===== src/rtl/memory_pkg.sv =====
// Shared definitions for the DataMemory burst reader: memory geometry,
// word/address types and the reader FSM state encoding.
package memory_pkg;

  localparam int MEM_ADDR_W = 8;
  localparam int MEM_DATA_W = 16;

  typedef logic [MEM_ADDR_W-1:0] mem_addr_t;
  typedef logic [MEM_DATA_W-1:0] mem_word_t;

  typedef enum logic [1:0] {
    IDLE  = 2'd0,
    RUN   = 2'd1,
    DRAIN = 2'd2
  } reader_state_t;

endpackage


===== src/rtl/rd_skid_fifo.sv =====
// Two-entry output buffer for the memory reader. The head word is held in a
// register and drives the streamed output directly, so it stays stable while
// the consumer stalls. Occupancy is exported so the reader can budget reads.
module rd_skid_fifo #(
  parameter int DATA_W = 16
) (
  input  logic              clk,
  input  logic              rst_n,
  input  logic              i_push,
  input  logic [DATA_W-1:0] i_din,
  input  logic              i_pop,
  output logic [DATA_W-1:0] o_head,
  output logic              o_valid,
  output logic [1:0]        o_occ
);

  logic [DATA_W-1:0] r_head;
  logic [DATA_W-1:0] r_tail;
  logic [1:0]        r_occ;

  // Head word and occupancy; the reader never pushes into a full buffer
  always_ff @(posedge clk or negedge rst_n) begin
    if (!rst_n) begin
      r_occ  <= 2'd0;
      r_head <= '0;
    end else begin
      case (r_occ)
        2'd0: begin
          if (i_push) begin
            r_head <= i_din;
            r_occ  <= 2'd1;
          end
        end
        2'd1: begin
          if (i_push && i_pop) begin
            r_head <= i_din;
          end else if (i_push) begin
            r_occ <= 2'd2;
          end else if (i_pop) begin
            r_occ <= 2'd0;
          end
        end
        default: begin
          if (i_pop) begin
            r_head <= r_tail;
            r_occ  <= i_push ? 2'd2 : 2'd1;
          end
        end
      endcase
    end
  end

  // Second slot only ever holds data behind a valid head, so it needs no reset
  always_ff @(posedge clk) begin
    if ((r_occ == 2'd1 && i_push && !i_pop) || (r_occ == 2'd2 && i_push && i_pop)) begin
      r_tail <= i_din;
    end
  end

  assign o_head  = r_head;
  assign o_occ   = r_occ;
  assign o_valid = (r_occ != 2'd0);

endmodule


===== src/rtl/memory_reader.sv =====
// Sequential burst reader for the single-port DataMemory. Issues one address
// per cycle while credit allows (reads in flight plus buffered words <= 2),
// captures ram_q one edge after each issue and streams words in order on a
// valid/ready port.
// Configuration: define MEMORY_READER_WRAP_EN to let bursts wrap 255 -> 0;
// otherwise bursts are truncated at the top address.
module memory_reader
  import memory_pkg::*;
#(
  parameter int ADDR_W = MEM_ADDR_W,
  parameter int DATA_W = MEM_DATA_W
) (
  input  logic              clk,
  input  logic              reset,
  input  logic              start,
  input  logic [ADDR_W-1:0] base,
  input  logic [ADDR_W:0]   count,
  output logic [ADDR_W-1:0] ram_addr,
  output logic              ram_wren,
  input  logic [DATA_W-1:0] ram_q,
  output logic [DATA_W-1:0] dout,
  output logic              dout_valid,
  input  logic              dout_ready,
  output logic              busy,
  output logic              done
);

  reader_state_t     r_state;
  logic [ADDR_W-1:0] r_addr;
  logic [ADDR_W:0]   r_remain;
  logic              r_inflight;
  logic              r_busy;
  logic              r_done;

  logic [1:0]        w_occ;
  logic              w_pop;
  logic [2:0]        w_load;
  logic              w_issue;
  logic [ADDR_W:0]   w_eff_count;
  logic [ADDR_W-1:0] w_next_addr;
  logic [ADDR_W:0]   w_cnt_one;

  assign w_cnt_one = {{ADDR_W{1'b0}}, 1'b1};

`ifdef MEMORY_READER_WRAP_EN
  assign w_eff_count = count;
  assign w_next_addr = r_addr + {{(ADDR_W-1){1'b0}}, 1'b1};
`else
  logic [ADDR_W:0] w_room;
  assign w_room      = {1'b1, {ADDR_W{1'b0}}} - {1'b0, base};
  assign w_eff_count = (count < w_room) ? count : w_room;
  assign w_next_addr = (r_addr == {ADDR_W{1'b1}}) ? r_addr
                                                  : r_addr + {{(ADDR_W-1){1'b0}}, 1'b1};
`endif

  // A word leaves the buffer on every edge where valid and ready coincide; a
  // pop on the same edge frees a slot, which keeps full rate under ready=1.
  assign w_pop   = dout_valid & dout_ready;
  assign w_load  = {1'b0, w_occ} + {2'b00, r_inflight};
  assign w_issue = (r_state == RUN) &&
                   ((w_load < 3'd2) || ((w_load == 3'd2) && w_pop));

  // Burst control: start acceptance, address issue, drain and completion
  always_ff @(posedge clk or negedge reset) begin
    if (!reset) begin
      r_state    <= IDLE;
      r_addr     <= '0;
      r_remain   <= '0;
      r_inflight <= 1'b0;
      r_busy     <= 1'b0;
      r_done     <= 1'b0;
    end else begin
      r_done     <= 1'b0;
      r_inflight <= w_issue;
      case (r_state)
        IDLE: begin
          if (start) begin
            if (count != '0) begin
              r_addr   <= base;
              r_remain <= w_eff_count;
              r_busy   <= 1'b1;
              r_state  <= RUN;
            end else begin
              r_done <= 1'b1;
            end
          end
        end
        RUN: begin
          if (w_issue) begin
            r_addr   <= w_next_addr;
            r_remain <= r_remain - w_cnt_one;
            if (r_remain == w_cnt_one) begin
              r_state <= DRAIN;
            end
          end
        end
        DRAIN: begin
          if (!r_inflight && ((w_occ == 2'd1 && w_pop) || w_occ == 2'd0)) begin
            r_busy  <= 1'b0;
            r_done  <= 1'b1;
            r_state <= IDLE;
          end
        end
        default: r_state <= IDLE;
      endcase
    end
  end

  rd_skid_fifo #(
    .DATA_W (DATA_W)
  ) u_fifo (
    .clk     (clk),
    .rst_n   (reset),
    .i_push  (r_inflight),
    .i_din   (ram_q),
    .i_pop   (w_pop),
    .o_head  (dout),
    .o_valid (dout_valid),
    .o_occ   (w_occ)
  );

  assign ram_addr = r_addr;
  assign ram_wren = 1'b0;
  assign busy     = r_busy;
  assign done     = r_done;

endmodule


===== config.mk =====
export PLATFORM = sky130hd
export DESIGN_NAME = memory_reader
export DESIGN_NICKNAME = d
export VERILOG_FILES = /design/src/rtl/memory_pkg.sv /design/src/rtl/rd_skid_fifo.sv /design/src/rtl/memory_reader.sv
export SDC_FILE = /design/constraint.sdc
export NUM_CORES = 1
export LEC_CHECK = 0
export BUFFER_PORTS_ARGS = -buffer_cell sky130_fd_sc_hd__buf_2
export CORE_MARGIN = 3
export CORE_UTILIZATION = 50
export CTS_CLUSTER_DIAMETER = 60
export DETAILED_ROUTE_END_ITERATION = 12
export GPL_TIMING_DRIVEN = 0
export PLACE_DENSITY_LB_ADDON = 0.3
export SYNTH_ARGS = -nofsm -noshare
export SYNTH_HDL_FRONTEND = slang
export SYNTH_HIERARCHICAL = 1
export SYNTH_SLANG_ARGS = --single-unit

===== constraint.sdc =====
create_clock -name clk -period 2.1 [get_ports clk]
set_clock_uncertainty 0.2 [all_clocks]
set_input_delay 0.21 -clock clk [delete_from_list [all_inputs] [get_ports clk]]
set_output_delay 0.21 -clock clk [all_outputs]
set_load 0.05 [all_outputs]

# Yosys cells after proc, flatten, opt, wreduce, memory -nomap -nowiden
# Cells that the tools add are included.
# totals
ff_bits	56
in_bits	37
output_inout_bits	28
# op_classes
add_sub_neg	4
n_lt_le_gt_ge	2
n_eq_ne	17
n_mux	35
bitwise	1
n_reduce_logical	27
# ops
operator	n
$mux W16	3
$mux W9	4
$mux W8	4
$pmux W16 S2	1
$mux W2	11
$pmux W9 S2	1
$pmux W8 S2	1
$ne A2 B2 Y1 const B	7
$reduce_and A4 Y1	3
$reduce_and A5 Y1	2
$eq A9 B1 Y1 const B	1
$logic_and A1 B1 Y1	9
$lt A9 B9 Y1	1
$reduce_bool A9 Y1	1
$sub A9 B1 Y9 const B	1
$sub A9 B8 Y9 const A	1
$add A8 B1 Y8 const B	1
$eq A8 B8 Y1 const B	1
$mux W1	6
$pmux W2 S3	1
$reduce_bool A2 Y1	3
$eq A2 B1 Y1 const B	2
$eq A2 B2 Y1 const B	2
$logic_not A2 Y1	2
12 further kinds	17

# Longest topological paths before layout
# Gate-level depths: netlist (run 1).
# depth
word_depth	7
depth_mapped	10
depth_no_buf	10

# Cells and area by module
# Netlist (run 1), hierarchy kept.
# by_module_without_submodules
mod	n_inst	cells_per_inst	area_per_inst_um2	seq_area_each_um2
memory_reader	1	217	1829.3	550.5
rd_skid_fifo	1	82	1441.4	930.9

# Worst setup path after synthesis (run 1)
# No wires, ideal clock.
# synth_path
path_type	input port to flip-flop
from	input port base[5]
to	register r_remain[7]
setup_ps	90
arrival_time_ps	2362
required_ps	1810
setup_slack_ps	-553
stages	9
n_path_buf	0
cell_sequence	nor4_1 nand2_1 xnor2_1 ha_1 a21oi_1 o21ai_0 a211oi_4 mux2_2 o221ai_1
# synth_between
elab_chain_cells	6
# synth_rtl
element	line	source
start: declaration	memory_reader.sv:16	input logic [ADDR_W-1:0] base,
$sub A9 B8 Y9 (*)	memory_reader.sv:50	assign w_room = {1'b1, {ADDR_W{1'b0}}} - {1'b0, base};
$lt A9 B9 Y1	memory_reader.sv:51	assign w_eff_count = (count < w_room) ? count : w_room;
$mux W9 (*)	memory_reader.sv:51	
$mux W9 (*)	memory_reader.sv:78	if (count != '0) begin
$mux W9 (*)	memory_reader.sv:77	if (start) begin
$pmux W9 S2 (*)	memory_reader.sv:75	case (r_state)
end signal: assignment	memory_reader.sv:80	r_remain <= w_eff_count;
end signal: assignment	memory_reader.sv:91	r_remain <= r_remain - w_cnt_one;
end: declaration	memory_reader.sv:30	logic [ADDR_W:0] r_remain;
# Every way passes the cells marked *; elsewhere a longest branch is shown, timed or not. The select of a mux whose other input is x is not followed.
# A chain may end at the register's enable or synchronous reset.

# Final worst setup path (run 1)
# layout_path
from	input port base[0]
to	register r_remain[3]
# Same word-level chain as after synthesis.

==> metrics.yaml, run 1 <==
fin_crit_ps: 2427
reg2reg_to: "r_remain[2]"
ir_drop_mv: 1.190
p_total_uw: 7376
cts-htree-levels: 2
routedWlPerCell_um: 19.88
final_cells: 489
grt_use_total_pct: 23.73
synth_edf_count: 16
rrSetupSlack_ps: -230
cts.clk_slew.worst_paths_ps: 110
min_path_cells: 4
setup-violations-final: 17
hold_viol: 0
violations: "negative setup slack"
power_density_nw_per_um2: 1589
ys_types: 56
grt_start_max_net_pins: 41
dp_hpwl_um: 5569
fp-row-count: 28
dieHeight_um: 86.88
ys_seq_area_share_pct: 45.29
cts.sinks: 56
synthFlopType: "dfrtp_1"
yosys.area_share.adder_pct: 5.738
clock_power_share_pct: 8.0
dr_total_vias: 3033
routed_via_density: 6.202
grt_pass1_wl_um: 14110
worstPathMaxFanout: 5
drv_slew: 0
crit_arrival_ps: 2470
switchingPower_uw: 3471
p_seq_share_pct: 26.7
outcome: "finished with violations"
wirelength_um: 9721
tightest_slew_ps: 923.2
ant_nets: 0
critPathSlowestCell: "mux2_4"
ys_seq_elements: 56
post-route-period-util_pct: 115.6
synth_cells: 299
final_util_pct: 75.71
synth-xor-area-share_pct: 1.607
cp_cell_sequence: "buf_2, inv_1, ha_2, nand2_1, xnor2_2, ha_1, a21oi_1, nor3_2, a211oi_4, buf_6, mux2_4, o211ai_1"
die_x_um: 86.88
yosysTopAreaCell: "dfrtp_1"
leakage_uw: 0.001996
hold_class: "input pin to flop"
grt_pass1_vias: 2895
drc: 0
relSlewSlack_pct: 38.45
max_freq_ghz: 0.4120
maxCapViolCount: 0
hold_end: "u_fifo/o_occ[1]"
max_stage_delay_ps: 310
netlist_area_um2: 3271
area_delta_synth_final_pct: 41.93
cts_tree: "yes"
rsz0062_at_grt: "yes"
p_int_uw: 3905
overflow: 0
clk_latency_ps: 320
core_um2: 6131
start_util_pct: 53.35
synth_mux_area_share_pct: 15.72
synth_compound_area_share_pct: 13.20
fillers: 351
drive_gt1_share_pct: 46.38
cp-end-kind: "flop"
antenna_found_initial: 0
n_antenna_cell: 0
cts_buffer_depth: 2
fin_setup_tns_ps: -3268
dr.pass1.iters: 5
routabilityCongestion: 0.8807
dp_cells: 437
nets: 465
yosys.area_share.simple_pct: 14.12
avgSynthCellArea_um2: 10.94
root_buffer: "clkbuf_8"
dieArea_um2: 7548
numCtsBuffers: 5
drtIter0Drc: 310
critPathLaunchType: "input pin"
critPathTopFamily: "compound AO/OA/AOI/OAI gates"
synth_top_family_by_area: "multiplexers"
port_buffers: 63
netSwitchingFraction_pct: 47.06
yosysTopAreaCellShare_pct: 30.60
setup_ws_ps: -327.0
reg2regPathDepth: 9
ys_async_sr_fraction_pct: 71.43
hold_start: "dout_ready"
boundaryPins: 65
worstSetupPathType: "input pin to flop"
cp_num_buf_inv: 3
combPwrFrac_pct: 65.3
synth_warnings: 6
reg2reg_from: "r_inflight"
ys_top_cells_by_area: "dfrtp_1 (31%), edfxtp_1 (15%), mux2_2 (9.3%)"
crit_required_ps: 2140
syn-num-nets: 351
[registers in the layout, indices dropped and copies added (netlist names)]
name           cells
u_fifo/o_head     16
u_fifo/r_tail     16
r_remain           9
ram_addr           8
r_state            2
u_fifo/o_occ       2
busy               1
done               1
r_inflight         1
[power groups by stage]
stage / Combinational, uW / Clock, uW / Sequential, uW
6_report: 4820 / 589 / 1970
4_1_cts: 4340 / 596 / 1940
5_1_grt: 5050 / 637 / 2030
3_3_place_gp: 3460 / 0 / 1940
3_5_place_dp: 3530 / 0 / 1940
2_1_floorplan: 1950 / 0 / 2750
[cell families (layout without fill, tap and decap cells)]
group,count (synthesis),count (layout)
DFF,56,56
adders and majority gates,15,15
xor gates and xnor gates,6,6
other,1,1
buffers and inverters,32,145
and+or+nand+nor,89,89
AOI/OAI and AO/OA,57,58
muxes,43,44
[per-layer routing]
metal | vias up | routed length, um | GRT usage, %
met4 | 0 | 339 | 8.074
met2 | 190 | 4771 | 39.20
met3 | 45 | 697 | 4.068
met1 | 1451 | 3913 | 31.58
met5 | - | 0 | 0
li1 | 1347 | - | -
[final cells by class]
| class | instances | area [um2] | area share (%) |
|---|---|---|---|
| clock buffers | 5 | 68.82 | 1.482 |
| repair buffers | 106 | 777.0 | 16.74 |
| inverters | 20 | 77.57 | 1.671 |
| flip-flops and latches | 56 | 1483 | 31.94 |
| multi-input cells | 213 | 2052 | 44.20 |
| well taps | 75 | 93.84 | 2.022 |
| plain buffers | 11 | 71.32 | 1.536 |
| clock inverters | 3 | 18.77 | 0.4043 |
[worst register-to-register path, stage by stage (launching register included)]
cell	delay (ps)
dfrtp_1	420
ha_4	170
inv_2	50
ha_4	260
a31oi_4	110
mux2_4	320
buf_4	160
buf_12	120
nor3_2	210
o221a_1	240
[worst max-delay path by stage]
stage / start / endpoint / slack (ps) / cells past startpoint
after floorplan: base[2] / r_remain[7] / -430 / 9
after global placement: base[2] / r_remain[3] / -900 / 10
after detailed placement: base[2] / r_remain[7] / -920 / 10
after CTS: base[5] / r_remain[7] / -230 / 11
after global routing: base[5] / r_remain[7] / -470 / 11
final: base[0] / r_remain[3] / -330 / 12
[cell usage after synthesis, types with 3 or more instances]
cell type	number
mux2_4	10
mux2_2	27
a21oi_1	7
dfrtp_1	40
nand4_1	5
edfxtp_1	16
mux2i_1	6
ha_1	15
nand2_1	17
nand2b_1	3
a31oi_1	3
xor2_1	3
o31ai_1	3
and3_1	4
o21ai_0	15
inv_1	20
a211oi_1	3
nor2_1	17
nor3_1	14
clkbuf_1	7
a2bb2oi_1	4
nor4_1	4
nand3_1	7
o221ai_1	3
or3_1	5
xnor2_1	3
[through the flow]
stage,setup slack (ps),hold slack (ps),cell area (um2)
2_1_floorplan,-433.2,-285.6,3362
3_3_place_gp,-901.4,196.7,3771
3_5_place_dp,-919.8,200.3,3771
4_1_cts,-226.4,45.57,4449
5_1_grt,-465.2,67.65,4642
6_report,-327.0,66.13,4642
[layout by cell type, fill, tap and decap left out, types with 7 or more instances in the layout]
cell type      netlist  routed
buf_2                2      60
dfrtp_1             40      39
mux2_2              27      22
inv_1               20      18
buf_4                1      18
dlygate4sd3_1        0      17
mux2_4              10      16
edfxtp_1            16      16
nand2_1             17      15
nor2_1              17      14
o21ai_0             15      12
ha_1                15      10
buf_6                0       9
nand3_1              7       7
nor3_1              14       7
a21oi_1              7       7
[what timing repair did]
item,CTS,global route
buffers inserted,17,8
hold buffers,17,0
gates cloned,2,1
setup endpoints to repair,33,43
pin swaps,24,10
hold endpoints to repair,56,0
resized for setup,54,21
No activity file was read; power rests on OpenSTA's default activity.
==> run 2, diff against run 1 <==
- PLACE_DENSITY: default -> 0.76
- PLACE_DENSITY_LB_ADDON: 0.3 -> default
==> run 2 against run 1 <==
The run still ends with negative setup slack left; total power decreased by 3.1%; cell count unchanged; non-clock buffer count up 1; sequential power hardly changed; global-route usage is essentially flat; flip-flop and latch count did not move; worst setup slack gained 5.3 ps; count of clock-buffer cells in the layout is the same; critical path type unchanged; largest power group unchanged.
==> metrics.yaml, run 2 (synthesized netlist as in run 1, its figures left out) <==
outcome: "finished with violations"
netSwitchingFraction_pct: 46.37
dieHeight_um: 86.88
drive_gt1_share_pct: 45.89
ir_drop_mv: 1.339
start_util_pct: 53.35
drtIter0Drc: 253
layout_commonest_cell: "buf_2"
fin_setup_tns_ps: -2994
routedWlPerCell_um: 18.85
boundaryPins: 65
ant_nets: 0
post-route-period-util_pct: 115.3
cts_tree: "yes"
root_buffer: "clkbuf_8"
setup-violations-final: 17
drc: 0
p_int_uw: 3834
antenna_found_initial: 0
grt_use_total_pct: 23.75
fillers: 394
clk_latency_ps: 310
routed_via_density: 5.996
critPathLaunchType: "input pin"
maxCapViolCount: 0
die_x_um: 86.88
overflow: 0
wirelength_um: 9216
n_antenna_cell: 0
crit_required_ps: 2130
fin_crit_ps: 2422
routabilityCongestion: 0.9488
power_density_nw_per_um2: 1557
tightest_slew_ps: 928.6
switchingPower_uw: 3315
final_cell_mix: "buf_2 (60), dfrtp_1 (39), buf_4 (24), mux2_2 (22)"
clock_power_share_pct: 9.8
cts-htree-levels: 2
crit_arrival_ps: 2450
hold_class: "input pin to flop"
drv_slew: 0
cp-end-kind: "flop"
dieArea_um2: 7548
nets: 465
cts.clk_slew.worst_paths_ps: 100
grt_pass1_vias: 2893
max_freq_ghz: 0.4129
dp_hpwl_um: 5687
rrSetupSlack_ps: -180
grt_start_max_net_pins: 41
numCtsBuffers: 5
area_delta_synth_final_pct: 40.36
violations: "negative setup slack"
leakage_uw: 0.001992
worstSetupPathType: "input pin to flop"
core_um2: 6131
cts.sinks: 56
setup_ws_ps: -321.7
worstPathMaxFanout: 5
cts_buffer_depth: 2
hold_viol: 0
combPwrFrac_pct: 62.6
hold_slack_ps: 75.96
dr_total_vias: 2932
dr.pass1.iters: 5
rsz0062_at_grt: "yes"
p_seq_share_pct: 27.6
port_buffers: 63
fp-row-count: 28
relSlewSlack_pct: 38.09
grt_pass1_wl_um: 14100
==> run 2: changes by cell type in the layout (fill, tap and decap cells not counted), moves of 2 or more <==
cell,delta
o21ai_2,-2
buf_6,-6
nor3_1,+3
mux2i_2,+2
nor3_4,-2
o21ai_1,+2
buf_4,+6
mux2i_1,-2
clkinvlp_4,-2
inv_2,+2
==> run 2: power groups by stage <==
stage          sequential, uW  combinational, uW  clock (uW)
6_report                 1970               4470         704
5_1_grt                  2030               4690         769
4_1_cts                  1930               4040         725
3_5_place_dp             1950               3560           0
3_3_place_gp             1940               3450           0
2_1_floorplan            2750               1950           0
==> run 2: what timing repair did <==
| item | 4_1_cts | 5_1_grt |
|---|---|---|
| resized for setup | 41 | 23 |
| cloned | 2 | 1 |
| pin swaps | 13 | 20 |
| setup endpoints to repair | 33 | 43 |
| hold buffers | 17 | 0 |
| buffers inserted | 14 | 12 |
| endpoints found under the hold margin | 56 | 0 |
==> run 2: per-stage QoR <==
stage / cells / setup slack (ps) / utilization, % / power, uW / instance area (um2)
global route: 489 / -420.6 / 74.88 / 7488 / 4591
detailed placement: 437 / -933.8 / 61.51 / 5505 / 3771
finish: 489 / -321.7 / 74.88 / 7149 / 4591
global placement: 437 / -880.3 / 61.51 / 5395 / 3771
floorplan: 299 / -433.2 / - / 4692 / 3362
CTS: 477 / -297.8 / 71.63 / 6695 / 4392
==> run 2: worst max-delay path: stages <==
cell and delay [ps]:
buf_2 130, nor3_4 190, buf_4 140, xor2_1 240
ha_1 310, a41o_1 280, a211oi_4 320, buf_12 160
mux2_4 310, o211ai_1 150
==> run 2: final timing paths <==
path | end | depth (start not counted) | startpoint
max in group asynchronous | u_fifo/o_occ[1] | 2 | reset
min reg2reg | busy | 2 | busy
min | done | 4 | count[4]
min in group asynchronous | ram_addr[6] | 2 | reset
max | r_remain[3] | 10 | base[1]
max reg2reg | r_remain[4] | 8 | r_inflight
==> run 2: layout make-up <==
type                    count  area, um2  area share (%)
clock buffers               5      68.82           1.499
multi-input cells         212       1989           43.34
plain buffers              11      71.32           1.554
well taps                  75      93.84           2.044
repair buffers            107      767.0           16.71
inverters                  20      75.07           1.635
flip-flops and latches     56       1483           32.30
clock inverters             3      42.54          0.9267
==> run 2: per-layer routing <==
layer / share of wire, % / global-route usage [%] / up-vias / wire [um]
li1: - / - / 1333 / -
met1: 41 / 30.95 / 1434 / 3768
met4: 2.1 / 5.949 / 0 / 189
met3: 6.2 / 4.447 / 29 / 569
met5: 0 / 0 / - / 0
met2: 51 / 40.79 / 136 / 4688
